`src/rtl/q_episode_scheduler_if.sv`:
```
// Bus between the episode scheduler and its environment.
//   q_rd_addr / q_rd_data : Q-table read port. Data is valid the cycle after the address.
//   upd_valid / upd_ready : transition handshake to the Q-update engine.
//   row, col, action, next_row, next_col, reward : the transition payload.
// The master modport is the scheduler side. The slave modport is the Q-table/update-engine side.
interface q_episode_scheduler_if #(
  parameter int ADDR_WIDTH = 7,
  parameter int DATA_WIDTH = 8
);
  logic [ADDR_WIDTH-1:0] q_rd_addr;
  logic [DATA_WIDTH-1:0] q_rd_data;
  logic                  upd_valid;
  logic                  upd_ready;
  logic [2:0]            row;
  logic [2:0]            col;
  logic [1:0]            action;
  logic [2:0]            next_row;
  logic [2:0]            next_col;
  logic [7:0]            reward;

  modport master (
    output q_rd_addr,
    input  q_rd_data,
    output upd_valid,
    input  upd_ready,
    output row, col, action, next_row, next_col, reward
  );

  modport slave (
    input  q_rd_addr,
    output q_rd_data,
    input  upd_valid,
    output upd_ready,
    input  row, col, action, next_row, next_col, reward
  );
endinterface

```
`src/rtl/q_episode_scheduler.sv`:
```
// Q-learning episode scheduler for a ROWS x COLS grid world.
// Each step does the following:
//   1. Reads Q(s,0..3).
//   2. Picks an epsilon-greedy action from an 8-bit Fibonacci LFSR.
//   3. Computes the clamped next state and the reward.
//   4. Hands the transition to the update engine over bus.upd_valid/upd_ready.
// A run executes NUM_EPISODES episodes. Each episode starts at (0,0).
// Ports:
//   clk, rst    : clock and asynchronous active-high reset
//   start       : one-cycle pulse that starts a run; ignored while busy
//   busy        : high from the accepted start until done
//   done        : one-cycle pulse after the final update handshake of the run
//   episode_cnt : number of completed episodes in this run
//   step_cnt    : number of steps issued in the current episode
//   bus         : Q read port and transition handshake (master side)
module q_episode_scheduler #(
  parameter int         ROWS         = 5,
  parameter int         COLS         = 5,
  parameter int         ACTIONS      = 4,
  parameter int         ADDR_WIDTH   = 7,
  parameter int         DATA_WIDTH   = 8,
  parameter int         GOAL_ROW     = 4,
  parameter int         GOAL_COL     = 4,
  parameter int         MAX_STEPS    = 32,
  parameter int         NUM_EPISODES = 16,
  parameter logic [7:0] EPS_THRESH   = 8'd26,
  parameter logic [7:0] LFSR_SEED    = 8'hA5,
  parameter logic [7:0] REWARD_GOAL  = 8'd100,
  parameter logic [7:0] REWARD_STEP  = 8'd0
) (
  input  logic                        clk,
  input  logic                        rst,
  input  logic                        start,
  output logic                        busy,
  output logic                        done,
  output logic [7:0]                  episode_cnt,
  output logic [7:0]                  step_cnt,
  q_episode_scheduler_if.master       bus
);

  typedef enum logic [2:0] {S_IDLE, S_READ, S_SELECT, S_ISSUE, S_ADVANCE} state_t;

  state_t                state;
  logic [2:0]            rd_idx;
  logic [DATA_WIDTH-1:0] qv [4];
  logic [7:0]            lfsr;

  logic [ADDR_WIDTH-1:0] q_rd_addr_r;
  logic                  upd_valid_r;
  logic [2:0]            row_r, col_r, next_row_r, next_col_r;
  logic [1:0]            action_r;
  logic [7:0]            reward_r;

  logic [7:0]            lfsr_next;
  logic [1:0]            best_a;
  logic [DATA_WIDTH-1:0] best_v;
  logic [1:0]            sel_action;
  logic [2:0]            sel_row, sel_col;
  logic                  sel_goal;
  logic [7:0]            step_inc, ep_inc;
  logic                  ep_end, run_end;
  logic [2:0]            adv_row, adv_col;

  assign bus.q_rd_addr = q_rd_addr_r;
  assign bus.upd_valid = upd_valid_r;
  assign bus.row       = row_r;
  assign bus.col       = col_r;
  assign bus.action    = action_r;
  assign bus.next_row  = next_row_r;
  assign bus.next_col  = next_col_r;
  assign bus.reward    = reward_r;

  function automatic logic [ADDR_WIDTH-1:0] q_addr(input logic [2:0] r, input logic [2:0] c,
                                                   input logic [1:0] a);
    return ADDR_WIDTH'(r) * ADDR_WIDTH'(COLS * ACTIONS) + ADDR_WIDTH'(c) * ADDR_WIDTH'(ACTIONS)
           + ADDR_WIDTH'(a);
  endfunction

  always_comb begin
    lfsr_next = {lfsr[6:0], lfsr[7] ^ lfsr[5] ^ lfsr[4] ^ lfsr[3]};

    // Strict greater-than keeps the lowest index on ties.
    best_a = 2'd0;
    best_v = qv[0];
    for (int unsigned i = 1; i < 4; i++) begin
      if (qv[i] > best_v) begin
        best_v = qv[i];
        best_a = 2'(i);
      end
    end
    sel_action = (lfsr_next < EPS_THRESH) ? lfsr_next[1:0] : best_a;

    sel_row = row_r;
    sel_col = col_r;
    case (sel_action)
      2'd0:    if (row_r != 3'd0)           sel_row = row_r - 3'd1;
      2'd1:    if (row_r != 3'(ROWS - 1))   sel_row = row_r + 3'd1;
      2'd2:    if (col_r != 3'd0)           sel_col = col_r - 3'd1;
      default: if (col_r != 3'(COLS - 1))   sel_col = col_r + 3'd1;
    endcase
    sel_goal = (sel_row == 3'(GOAL_ROW)) && (sel_col == 3'(GOAL_COL));

    step_inc = (step_cnt == 8'hFF) ? 8'hFF : step_cnt + 8'd1;
    ep_inc   = (episode_cnt == 8'hFF) ? 8'hFF : episode_cnt + 8'd1;
    ep_end   = ((next_row_r == 3'(GOAL_ROW)) && (next_col_r == 3'(GOAL_COL)))
               || (int'(step_inc) >= MAX_STEPS);
    run_end  = ep_end && (int'(ep_inc) >= NUM_EPISODES);
    adv_row  = ep_end ? 3'd0 : next_row_r;
    adv_col  = ep_end ? 3'd0 : next_col_r;
  end

  always_ff @(posedge clk or posedge rst) begin
    if (rst) begin
      state       <= S_IDLE;
      rd_idx      <= '0;
      for (int unsigned i = 0; i < 4; i++) qv[i] <= '0;
      lfsr        <= LFSR_SEED;
      busy        <= 1'b0;
      done        <= 1'b0;
      episode_cnt <= '0;
      step_cnt    <= '0;
      q_rd_addr_r <= '0;
      upd_valid_r <= 1'b0;
      row_r       <= '0;
      col_r       <= '0;
      action_r    <= '0;
      next_row_r  <= '0;
      next_col_r  <= '0;
      reward_r    <= '0;
    end else begin
      done <= 1'b0;
      case (state)
        S_IDLE: begin
          if (start) begin
            busy        <= 1'b1;
            episode_cnt <= '0;
            step_cnt    <= '0;
            row_r       <= '0;
            col_r       <= '0;
            q_rd_addr_r <= '0;
            rd_idx      <= '0;
            state       <= S_READ;
          end
        end
        // The address for action k is on the port in READ cycle k.
        // Its data is captured at the end of cycle k+1, so five cycles cover four reads.
        S_READ: begin
          if (rd_idx != 3'd0) qv[2'(rd_idx - 3'd1)] <= bus.q_rd_data;
          if (rd_idx < 3'd3) q_rd_addr_r <= q_addr(row_r, col_r, 2'(rd_idx) + 2'd1);
          if (rd_idx == 3'd4) begin
            rd_idx <= '0;
            state  <= S_SELECT;
          end else begin
            rd_idx <= rd_idx + 3'd1;
          end
        end
        S_SELECT: begin
          lfsr        <= lfsr_next;
          action_r    <= sel_action;
          next_row_r  <= sel_row;
          next_col_r  <= sel_col;
          reward_r    <= sel_goal ? REWARD_GOAL : REWARD_STEP;
          upd_valid_r <= 1'b1;
          state       <= S_ISSUE;
        end
        S_ISSUE: begin
          if (upd_valid_r && bus.upd_ready) begin
            upd_valid_r <= 1'b0;
            state       <= S_ADVANCE;
          end
        end
        S_ADVANCE: begin
          row_r <= adv_row;
          col_r <= adv_col;
          if (ep_end) begin
            episode_cnt <= ep_inc;
            step_cnt    <= '0;
          end else begin
            step_cnt <= step_inc;
          end
          if (run_end) begin
            done  <= 1'b1;
            busy  <= 1'b0;
            state <= S_IDLE;
          end else begin
            q_rd_addr_r <= q_addr(adv_row, adv_col, 2'd0);
            rd_idx      <= '0;
            state       <= S_READ;
          end
        end
        default: state <= S_IDLE;
      endcase
    end
  end

endmodule
```
`src/flat_wrapper.sv`:
```
// flat-port wrapper written by rule: the top's interface ports become plain ports
module q_episode_scheduler_flat 
#(
  parameter int         ROWS         = 5,
  parameter int         COLS         = 5,
  parameter int         ACTIONS      = 4,
  parameter int         ADDR_WIDTH   = 7,
  parameter int         DATA_WIDTH   = 8,
  parameter int         GOAL_ROW     = 4,
  parameter int         GOAL_COL     = 4,
  parameter int         MAX_STEPS    = 32,
  parameter int         NUM_EPISODES = 16,
  parameter logic [7:0] EPS_THRESH   = 8'd26,
  parameter logic [7:0] LFSR_SEED    = 8'hA5,
  parameter logic [7:0] REWARD_GOAL  = 8'd100,
  parameter logic [7:0] REWARD_STEP  = 8'd0
)
  (clk, rst, start, busy, done, episode_cnt, step_cnt, bus_q_rd_addr, bus_q_rd_data, bus_upd_valid, bus_upd_ready, bus_row, bus_col, bus_action, bus_next_row, bus_next_col, bus_reward);
  q_episode_scheduler_if #(.ADDR_WIDTH(ADDR_WIDTH), .DATA_WIDTH(DATA_WIDTH)) bus_i ();
  input  logic clk;
  input  logic rst;
  input  logic start;
  output logic busy;
  output logic done;
  output logic [7:0] episode_cnt;
  output logic [7:0] step_cnt;
  output wire logic [$bits(bus_i.q_rd_addr)-1:0] bus_q_rd_addr;
  input wire logic [$bits(bus_i.q_rd_data)-1:0] bus_q_rd_data;
  output wire logic [$bits(bus_i.upd_valid)-1:0] bus_upd_valid;
  input wire logic [$bits(bus_i.upd_ready)-1:0] bus_upd_ready;
  output wire logic [$bits(bus_i.row)-1:0] bus_row;
  output wire logic [$bits(bus_i.col)-1:0] bus_col;
  output wire logic [$bits(bus_i.action)-1:0] bus_action;
  output wire logic [$bits(bus_i.next_row)-1:0] bus_next_row;
  output wire logic [$bits(bus_i.next_col)-1:0] bus_next_col;
  output wire logic [$bits(bus_i.reward)-1:0] bus_reward;
  assign bus_q_rd_addr = bus_i.q_rd_addr;
  assign bus_i.q_rd_data = bus_q_rd_data;
  assign bus_upd_valid = bus_i.upd_valid;
  assign bus_i.upd_ready = bus_upd_ready;
  assign bus_row = bus_i.row;
  assign bus_col = bus_i.col;
  assign bus_action = bus_i.action;
  assign bus_next_row = bus_i.next_row;
  assign bus_next_col = bus_i.next_col;
  assign bus_reward = bus_i.reward;
  q_episode_scheduler #(.ROWS(ROWS), .COLS(COLS), .ACTIONS(ACTIONS), .ADDR_WIDTH(ADDR_WIDTH), .DATA_WIDTH(DATA_WIDTH), .GOAL_ROW(GOAL_ROW), .GOAL_COL(GOAL_COL), .MAX_STEPS(MAX_STEPS), .NUM_EPISODES(NUM_EPISODES), .EPS_THRESH(EPS_THRESH), .LFSR_SEED(LFSR_SEED), .REWARD_GOAL(REWARD_GOAL), .REWARD_STEP(REWARD_STEP)) u_core (.clk(clk), .rst(rst), .start(start), .busy(busy), .done(done), .episode_cnt(episode_cnt), .step_cnt(step_cnt), .bus(bus_i));
endmodule
```
`config.mk`:
```
export PLATFORM = sky130hd
export DESIGN_NAME = q_episode_scheduler_flat
export DESIGN_NICKNAME = d
export VERILOG_FILES = /design/src/rtl/q_episode_scheduler_if.sv /design/src/rtl/q_episode_scheduler.sv /design/src/flat_wrapper.sv
export SDC_FILE = /design/constraint.sdc
export NUM_CORES = 1
export LEC_CHECK = 0
export ABC_AREA = 1
export BUFFER_PORTS_ARGS = -buffer_cell sky130_fd_sc_hd__buf_4
export CORE_UTILIZATION = 40
export DETAILED_ROUTE_END_ITERATION = 8
export GPL_TIMING_DRIVEN = 0
export MAX_ROUTING_LAYER = met4
export PLACE_DENSITY = 0.66
export SLEW_MARGIN = 20
export SYNTH_ARGS = -nofsm -noshare
export SYNTH_HDL_FRONTEND = slang
export SYNTH_SLANG_ARGS = --single-unit
```
`constraint.sdc`:
```
create_clock -name clk -period 6.51 [get_ports clk]
set_input_delay 0.651 -clock clk [delete_from_list [all_inputs] [get_ports clk]]
set_output_delay 0.651 -clock clk [all_outputs]
set_load 0.01 [all_outputs]
```
==> flow_summary.toml <==
[synth]
synth.most_common_cell = "nand2_1"
synth-async-reset-ratio_pct = 100.0
synth_top_area_share_pct = 38.27
synth.ff_latch_count = 87
synthXorXnorAreaFrac_pct = 2.582
ys_seq_area_share_pct = 40.20
ys_warn_count = 0
synthMuxAreaShare_pct = 0
synth_compound_area_share_pct = 14.11
synthAdderAreaFrac_pct = 11.57
ys_types = 46
avgSynthCellArea_um2 = 8.017
synth_common_cells = "183 x nand2_1, 90 x o21ai_0, 83 x dfrtp_1"
synth_edf_count = 0
synth_top_family_by_area = "simple AND/OR/NAND/NOR gates"
synth_top_area_cell = "dfrtp_1"
synthesis.area_mm2 = 0.005428
synth_cells = 677
synth_top_flop_cell = "dfrtp_1"
synthSimpleGateAreaFrac_pct = 23.49
synth_area_leaders = "dfrtp_1 38%, nand2_1 13%, ha_1 11%"

[timing]
post-route-min-period_ps = 4970
clock.fmax_mhz = 201.2
finalSetupTns_ps = 0
fin_skew_ps = 9.320
slew_headroom_pct = 55.33
finalCritPeriodShare_pct = 76.34
finalSetupViolCount = 0
rsz0062_at_grt = "no"
worst_pin_slew_ps = 667.5
fin_hold_ws_ps = 395.6
slew_violations = 0
finalHoldViolations = 0

[power_and_ir_drop]
seq_power_share_pct = 26.3
ir_worst_vdd_v = 0.0001898
p_sw_share_pct = 44.33
power_frac_clock_pct = 20.7
p_per_area_mw_per_mm2 = 478.3
p_switching_mw = 1.370
p_leak_nw = 3.350
power.internal_mw = 1.720
finalPower_mw = 3.090
comb_power_share_pct = 53.0

[place]
dp_hpwl_mm = 9.341
io_buffer_count = 54
gp_congestion = 0.9083
placed_area_mm2 = 0.006091

[layout]
fin_nets = 808
multi_input_area_mm2 = 0.002828
seq_area_mm2 = 0.002182
area_growth_pct = 19.04
fin_util_pct = 48.79
num_antenna_cells = 0
drive_above_1_share_pct = 16.09
nFillCells = 1279
final_area_mm2 = 0.006461

[die]
rows = 42
start_util_pct = 40.99
dieHeight_um = 118.5
die_w_um = 118.5
pin_count = 60
coreArea_mm2 = 0.01324
die-area_mm2 = 0.01404

[setup_path]
worst_path_most_repeated_cell = "nand2_1"
arrival_ps = 5260
cp_num_buf_inv = 5
cp_slowest_cell = "dfrtp_1"
crit_type = "reg -> reg"
max_stage_delay_ps = 400
cp-start-kind = "register"
cp_max_fo = 10
worstPathRequired_ps = 6800
path_delay_family = "simple AND/OR/NAND/NOR gates"
end_kind = "register"

[route]
avgRoutedWirePerCell_um = 13.10
first_pass_iters = 5
wl_mm = 12.16
vias_per_cell = 4.963
first_iter_violations = 272
drc = 0
vias = 4606
ant_nets = 0

[global_routing]
grt_pass1_wl_mm = 20.82
grt_max_degree = 48
antenna_found_initial = 0
grt_use_total_pct = 18.99
grt_pass1_vias = 4485
grt.overflow.total = 0

[clocking]
insertion_delay_ps = 350
numCtsBuffers = 9
cts_tree = "yes"
cts_num_sinks = 87
cts_root_buf = "clkbuf_16"
cts_resized = 0
ctsHoldBuffers = 0
post_cts_buffers = 0
h-tree-depth = 3
clockBufferDepth = 2
clkSlewWorstSetupHoldPaths_ps = 60

[min_path]
min_path_type = "in -> async"

[status]
status = "complete, no violations"

[flow_run]
maxCapViolCount = 0
## kinds of logic after synthesis
group | after synthesis
flip-flops | 87
AO/OA/AOI/OAI | 136
adder cells (fa/ha/maj) | 49
XOR/XNOR | 16
AND/OR/NAND/NOR | 283
buffers and inverters | 105
other | 1
## final cells by class
cell class / instances / area share [%]
clock inverters: 7 / 2.246
well taps: 176 / 3.408
plain buffers: 20 / 1.743
repair buffers: 55 / 6.584
clock buffers: 9 / 3.486
inverters: 85 / 4.996
multi-input cells: 489 / 43.76
flip-flops and latches: 87 / 33.77
## power by group through the flow
| stage | sequential [mW] | clock [mW] | combinational, mW |
|---|---|---|---|
| 6_report | 0.813 | 0.639 | 1.64 |
| 5_1_grt | 0.833 | 0.671 | 1.90 |
| 4_1_cts | 0.813 | 0.652 | 1.66 |
| 3_5_place_dp | 0.822 | 0 | 1.64 |
| 3_3_place_gp | 0.814 | 0 | 1.57 |
| 2_1_floorplan | 0.802 | 0 | 1.23 |
## registers in the layout, indices dropped and copies added, names as in the netlist
signal                flops
u_core.bus.upd_valid      1
u_core.lfsr               8
u_core.qv                32
u_core.bus.next_col       3
u_core.bus.q_rd_addr      7
u_core.bus.next_row       3
u_core.rd_idx             3
u_core.state              3
u_core.bus.action         2
u_core.bus.row            3
u_core.step_cnt           8
u_core.busy               1
u_core.bus.col            3
u_core.episode_cnt        8
u_core.bus.reward         1
u_core.done               1
## cells in the final DEF, fill, tap and decap left out, types with 2 or more instances in the layout
cell,n
o21a_1,2
a21o_1,3
nor2_2,6
nand4_2,2
dfrtp_1,83
nor3_1,2
o21ai_0,90
nand4_1,8
xor2_1,9
dfstp_2,4
clkinv_1,2
inv_1,79
xnor2_1,7
nand2_1,183
clkbuf_16,9
o22ai_1,11
clkinv_4,2
nand2_4,3
buf_2,3
buf_4,61
clkbuf_1,9
a21oi_1,19
bufinv_16,4
fa_1,2
a21boi_0,2
a22o_1,2
nand2_2,4
nand3_2,5
or2_2,3
ha_1,47
nand3_1,22
conb_1,5
nor2_1,39
inv_2,2
## metal layers
metal	up-vias	wire length [um]	share of wire, %	track usage (%)
met5	-	0	0	-
met4	0	261	2.1	8.623
met3	20	441	3.6	2.268
met2	81	5808	48	30.63
met1	2178	5648	46	23.98
li1	2327	-	-	-
## worst reg2reg max path, delay by kind of cell (launching register included)
kind | cells | cell delay, ps
flip-flops | 1 | 400
AO/OA/AOI/OAI | 3 | 750
AND/OR/NAND/NOR | 21 | 1940
buffers and inverters | 5 | 920
adder cells (fa/ha/maj) | 3 | 940
## worst paths after layout
check	startpoint	to	slack (ps)	cells after the start
setup / recovery	u_core.qv[23]$_DFFE_PP0P_	u_core.bus.reward[5]$_DFFE_PP0P_	1540	32
hold / removal	rst	u_core.qv[3]$_DFFE_PP0P_	400	2
setup reg to reg	u_core.qv[23]$_DFFE_PP0P_	u_core.bus.reward[5]$_DFFE_PP0P_	1540	32
hold reg to reg	u_core.busy$_DFFE_PP0P_	u_core.busy$_DFFE_PP0P_	480	2
max in group asynchronous	rst	u_core.lfsr[7]$_DFFE_PP1P_	5450	3
min in group clk	u_core.busy$_DFFE_PP0P_	u_core.busy$_DFFE_PP0P_	480	2
## stage by stage
step           setup WS, ps  cells
3_5_place_dp           1533    912
6_report               1540    928
2_1_floorplan          2516    681
4_1_cts                1499    928
3_3_place_gp           1621    911
5_1_grt                1033    928
(Power assumes the default switching activity.)
